===== config.mk =====
export PLATFORM = sky130hd
export DESIGN_NAME = seletor_fun_seq
export DESIGN_NICKNAME = d
export VERILOG_FILES = /design/src/rtl/seletor_pkg.sv /design/src/rtl/seletor_estavel.sv /design/src/rtl/seletor_fun_seq.sv
export SDC_FILE = /design/constraint.sdc
export NUM_CORES = 1
export LEC_CHECK = 0
export ABC_AREA = 1
export ABC_CLOCK_PERIOD_IN_PS = 1400
export BUFFER_PORTS_ARGS = -buffer_cell sky130_fd_sc_hd__buf_4
export CAP_MARGIN = 10
export CELL_PAD_IN_SITES_DETAIL_PLACEMENT = 1
export CELL_PAD_IN_SITES_GLOBAL_PLACEMENT = 2
export CORE_MARGIN = 4
export CORE_UTILIZATION = 31
export DETAILED_ROUTE_END_ITERATION = 8
export PLACE_DENSITY_LB_ADDON = 0.25
export SYNTH_ARGS = -nofsm -noshare
export SYNTH_HDL_FRONTEND = slang
export SYNTH_SLANG_ARGS = --single-unit

===== constraint.sdc =====
create_clock -name clk -period 1.4 [get_ports clk]
set_input_delay 0.14 -clock clk [delete_from_list [all_inputs] [get_ports clk]]
set_output_delay 0.14 -clock clk [all_outputs]
set_load 0.01 [all_outputs]

===== src/rtl/seletor_pkg.sv =====
// Shared definitions for the condition-driven function selector.
// Holds the selector FSM state encoding and the default sizing constants.
// Counter width is fixed wide enough for any legal stability window.
package seletor_pkg;

  localparam int DEF_N_IN   = 6;
  localparam int DEF_N_FUN  = 3;
  localparam int DEF_STABLE = 4;

  // Stability window is limited to 1..255, so an 8-bit counter always suffices.
  localparam int CNT_W = 8;

  typedef enum logic [1:0] {
    IDLE  = 2'd0,
    VALID = 2'd1,
    HOLD  = 2'd2
  } state_e;

endpackage


===== src/rtl/seletor_estavel.sv =====
// Stability detector: registers the raw condition vector and counts how many
// consecutive cycles the registered sample has stayed unchanged, saturating at
// STABLE. stable_o marks a settled input, changed_o marks a freshly changed one.
module seletor_estavel
  import seletor_pkg::*;
#(
  parameter int N_IN   = DEF_N_IN,
  parameter int STABLE = DEF_STABLE
) (
  input  logic            clk,
  input  logic            rst,
  input  logic [N_IN-1:0] cond_i,
  output logic [N_IN-1:0] cond_s_o,
  output logic            stable_o,
  output logic            changed_o
);

  localparam logic [CNT_W-1:0] CNT_MAX = CNT_W'(STABLE);

  logic [N_IN-1:0]  samp_q, samp_d;
  logic [CNT_W-1:0] cnt_q, cnt_d;

  // The incoming value is compared with the current sample so the counter
  // restarts on the same edge that captures a new sample value.
  always_comb begin
    samp_d = cond_i;
    cnt_d  = cnt_q;
    if (cond_i != samp_q) begin
      cnt_d = '0;
    end else if (cnt_q != CNT_MAX) begin
      cnt_d = cnt_q + CNT_W'(1);
    end
  end

  // Sample and counter registers.
  always_ff @(posedge clk) begin
    if (rst) begin
      samp_q <= '0;
      cnt_q  <= '0;
    end else begin
      samp_q <= samp_d;
      cnt_q  <= cnt_d;
    end
  end

  assign cond_s_o  = samp_q;
  assign stable_o  = (cnt_q == CNT_MAX);
  assign changed_o = (cnt_q == '0);

endmodule


===== src/rtl/seletor_fun_seq.sv =====
// Selects the lowest-index function whose care/value rule matches a settled
// condition vector; sel_valid rises STABLE+2 cycles after a new input value.
// sel/match hold until sel_ack; afterwards a changed input is needed to rearm.
module seletor_fun_seq
  import seletor_pkg::*;
#(
  parameter int N_IN   = DEF_N_IN,
  parameter int N_FUN  = DEF_N_FUN,
  parameter int STABLE = DEF_STABLE
) (
  input  logic                                         clk,
  input  logic                                         rst,
  input  logic [N_IN-1:0]                              cond,
  input  logic                                         cfg_we,
  input  logic [((N_FUN > 1) ? $clog2(N_FUN) : 1)-1:0] cfg_idx,
  input  logic [N_IN-1:0]                              cfg_care,
  input  logic [N_IN-1:0]                              cfg_val,
  output logic [N_FUN-1:0]                             sel,
  output logic                                         sel_valid,
  input  logic                                         sel_ack,
  output logic [N_FUN-1:0]                             match
);

  logic [N_IN-1:0]  cond_s;
  logic             stable;
  logic             changed;

  logic [N_IN-1:0]  care_q [N_FUN];
  logic [N_IN-1:0]  val_q  [N_FUN];

  logic [N_FUN-1:0] hit;
  logic [N_FUN-1:0] first_hit;
  logic             found;

  state_e           state_q, state_d;
  logic [N_FUN-1:0] sel_q, sel_d;
  logic [N_FUN-1:0] match_q, match_d;

  seletor_estavel #(
    .N_IN   (N_IN),
    .STABLE (STABLE)
  ) u_estavel (
    .clk       (clk),
    .rst       (rst),
    .cond_i    (cond),
    .cond_s_o  (cond_s),
    .stable_o  (stable),
    .changed_o (changed)
  );

  // Rule storage: an out-of-range index matches no slot and is dropped. A
  // write lands on the same edge as any concurrent evaluation, which therefore
  // still sees the previous rule.
  always_ff @(posedge clk) begin
    if (rst) begin
      for (int k = 0; k < N_FUN; k++) begin
        care_q[k] <= '0;
        val_q[k]  <= '0;
      end
    end else begin
      for (int k = 0; k < N_FUN; k++) begin
        if (cfg_we && (int'(cfg_idx) == k)) begin
          care_q[k] <= cfg_care;
          val_q[k]  <= cfg_val;
        end
      end
    end
  end

  // Rule match per function; an all-zero care mask never matches.
  always_comb begin
    hit = '0;
    for (int k = 0; k < N_FUN; k++) begin
      hit[k] = (care_q[k] != '0) &&
               ((cond_s & care_q[k]) == (val_q[k] & care_q[k]));
    end
  end

  // Priority encode: one-hot of the lowest-index match.
  always_comb begin
    first_hit = '0;
    found     = 1'b0;
    for (int k = 0; k < N_FUN; k++) begin
      if (hit[k] && !found) begin
        first_hit[k] = 1'b1;
        found        = 1'b1;
      end
    end
  end

  // Selector FSM next state: capture once on a settled match, hold until the
  // handshake, then wait for the sampled input to change before rearming.
  always_comb begin
    state_d = state_q;
    sel_d   = sel_q;
    match_d = match_q;
    case (state_q)
      IDLE: begin
        if (stable && found) begin
          sel_d   = first_hit;
          match_d = hit;
          state_d = VALID;
        end
      end
      VALID: begin
        if (sel_ack) begin
          sel_d   = '0;
          state_d = HOLD;
        end
      end
      HOLD: begin
        if (changed) begin
          state_d = IDLE;
        end
      end
      default: begin
        state_d = IDLE;
        sel_d   = '0;
      end
    endcase
  end

  // Selector FSM and output registers.
  always_ff @(posedge clk) begin
    if (rst) begin
      state_q <= IDLE;
      sel_q   <= '0;
      match_q <= '0;
    end else begin
      state_q <= state_d;
      sel_q   <= sel_d;
      match_q <= match_d;
    end
  end

  assign sel       = sel_q;
  assign match     = match_q;
  assign sel_valid = (state_q == VALID);

endmodule


==> flow_summary.json <==
{
  "status": "finished, violations left",
  "violations": "setup timing",
  "gp_congestion": 0.757,
  "final_cell_area_um2": 3720,
  "cp.arrival_ns": 1.74,
  "yosysUniqueCellTypes": 25,
  "root_buffer": "clkbuf_8",
  "p_leak_nw": 1.69,
  "worstRegToRegCells": 12,
  "syn_inst": 313,
  "dp_cells": 471,
  "fin_util_pct": 45.0,
  "grt_pass1_vias": 2185,
  "drtPass1Iterations": 4,
  "clk_latency_ns": 0.34,
  "wl_um": 6610,
  "fin_ws_ns": -0.101,
  "drive_gt1_share_pct": 35.7,
  "dieArea_um2": 10100,
  "grt-ovfl-total": 0,
  "ios": 31,
  "r2r_start": "care_q[0][16]",
  "drv_slew": 0,
  "dp_slack_ns": -0.159,
  "yosysTopAreaCellShare_pct": 40.8,
  "initialDrtViolationCount": 45,
  "hold_start": "cond[2]",
  "powerDensity_nw_per_um2": 1100,
  "fin_crit_sh_pct": 107,
  "ys_ff_latch": 58,
  "hold_class": "input pin to flip-flop",
  "core_area_um2": 8260,
  "start_util_pct": 32.1,
  "cts_hold_buf": 0,
  "setup_violations": 7,
  "dp_hpwl_um": 4890,
  "ir_drop_uv": 698,
  "cp-start-kind": "flip-flop",
  "vias": 2142,
  "detail-route-antenna-nets": 0,
  "port_buffers": 30,
  "grt_first_pass_wirelength_um": 10600,
  "htreeDepth": 3,
  "layout.nets": 410,
  "avgSynthCellArea_um2": 8.46,
  "yosys_warnings": 0,
  "die_h_um": 100,
  "antenna_found_initial": 0,
  "critPathLaunch": "care_q[0][16]",
  "synthTopCellsByArea": "edfxtp_1, dfxtp_1, nand2_1, nor2_1, inv_1",
  "critical_path_class": "flip-flop to flip-flop",
  "hold_depth": 3,
  "worst-path-max-fanout": 6,
  "wl_per_cell_um": 13.4,
  "rsz0062_at_grt": "yes",
  "maxCapViolations": 0,
  "finalCriticalPeriod_ns": 1.50,
  "path_clk_slew_ns": 0.07,
  "critPathRequiredTime_ns": 1.64,
  "antenna_cells": 0,
  "synth_top_cell_by_area": "edfxtp_1",
  "synth_fp_nets": 339,
  "dpl-instance-area_um2": 3220,
  "grt_max_degree": 13,
  "worst_pin_slew_ns": 0.414,
  "ctsLongestPathBuffers": 2,
  "max_freq_mhz": 666,
  "synthToLayoutAreaGrowth_pct": 40.5,
  "die_x_um": 100,
  "finalHoldViolations": 0,
  "cts_buffers": 9,
  "seq_area_frac_synth_pct": 57.5,
  "netlist_area_um2": 2650,
  "grt_use_total_pct": 13.9,
  "maxSlewHeadroom_pct": 72.2,
  "worst_setup_path_end_kind": "flip-flop",
  "route.detailed.drc": 0,
  "row_count": 33,
  "vias_per_cell": 4.34,
  "cts_tree": "yes",
  "finalClockSkew_ns": 0.00994,
  "final_cell_count_no_fill": 494,
  "clkSinkCount": 58
}
## final timing paths
check | to | slack [ns]
setup reg to reg | sel[1] | -0.10
setup / recovery | sel[1] | -0.10
hold / removal | u_estavel.cond_s_o[2] | 0.03
hold reg to reg | match[0] | 0.51
## stage by stage
step / hold WS, ns / TNS, ns / total power, mW
6_report: 0.0294 / -0.474 / 4.10
5_1_grt: 0.0207 / -1.66 / 4.32
4_1_cts: 0.0165 / -0.500 / 4.12
3_5_place_dp: 0.377 / -1.12 / 2.43
3_3_place_gp: 0.361 / -0.936 / 2.42
2_1_floorplan: 0.247 / 0 / 2.21
## flip-flops by register name, summed over array words and instances (netlist names)
register            count
state_q                 2
sel                     3
val_q                  18
match                   3
care_q                 18
u_estavel.cond_s_o      6
u_estavel.cnt_q         8
## critical path, stage by stage (launching register included)
cell and delay [ns]:
edfxtp_1 0.43, nor2_2 0.12, nand3_1 0.08, nand2_1 0.07
nor2_1 0.04, nand2_1 0.11, nand3_2 0.11, nand2_4 0.11
nand2_4 0.07, nand2_8 0.12, nand2_2 0.05, nand2_1 0.05
nor2_1 0.04
## kinds of logic (layout without fill, tap and decap cells)
kind of cell | count (synthesis) | in the layout | share of synthesized area, %
buf+inv | 61 | 137 | 8.74
xor+xnor | 8 | 8 | 2.65
simple gates | 168 | 168 | 26.7
fa+ha+maj | 2 | 2 | 0.945
compound gates | 16 | 16 | 3.54
flops | 58 | 58 | 57.5
## power by group
group	internal (mW)	switching [mW]	total [mW]	leakage, nW
clock network	0.980	0.665	1.64	0.102
logic	0.208	0.247	0.455	1.05
registers	1.93	0.0745	2.00	0.537
## cells in the final DEF (no fill, tap or decap), drive strengths merged, types with 2 or more instances in the layout
cell type,netlist,routed
a21oi,6,6
buf,2,63
bufinv,0,2
clkbuf,1,9
clkinv,1,5
dfxtp,22,22
edfxtp,36,36
ha,2,2
inv,57,57
nand2,75,75
nand3,26,26
nor2,61,61
nor4,3,3
o21ai,7,7
xor2,7,7
## synthesized netlist by cell type
library cell,n
o21ai_0,7
nor3b_1,1
nor4_1,2
xnor2_1,1
inv_1,55
nor2_2,1
nand3_1,26
nor2_1,60
nand2_2,3
edfxtp_1,36
a21oi_1,6
nor4_4,1
inv_2,2
o211ai_1,1
ha_1,2
clkbuf_1,1
or2_2,1
clkinv_1,1
buf_2,2
o22ai_1,1
xor2_1,7
nand2_1,72
dfxtp_1,22
a2111oi_2,1
nand3b_1,1
## repair_timing
action	4_1_cts	5_1_grt
buffers inserted	2	5
gates resized for setup	16	55
pin swaps	2	20
endpoints found under the hold margin	0	0
endpoints found under the setup margin	14	13
## routing by layer
metal / part of all wire [%] / routed length, um / global-route usage [%] / vias to the layer above
met5: 0 / 0 / 0 / -
met4: 1.1 / 75 / 3.73 / 0
met3: 3.7 / 245 / 5.21 / 8
met2: 50 / 3280 / 22.9 / 26
met1: 45 / 3000 / 17.1 / 988
li1: - / - / - / 1120
## area by class of cell
cell class                 instances  area, um^2
fill                             998        4540
sequential                        58        1540
multi-input combinational        194        1110
timing repair buffer              63         518
inverter                          58         218
tap                              105         131
clock buffer                       9         124
clock inverter                     7        83.8
(Power assumes the default switching activity.)
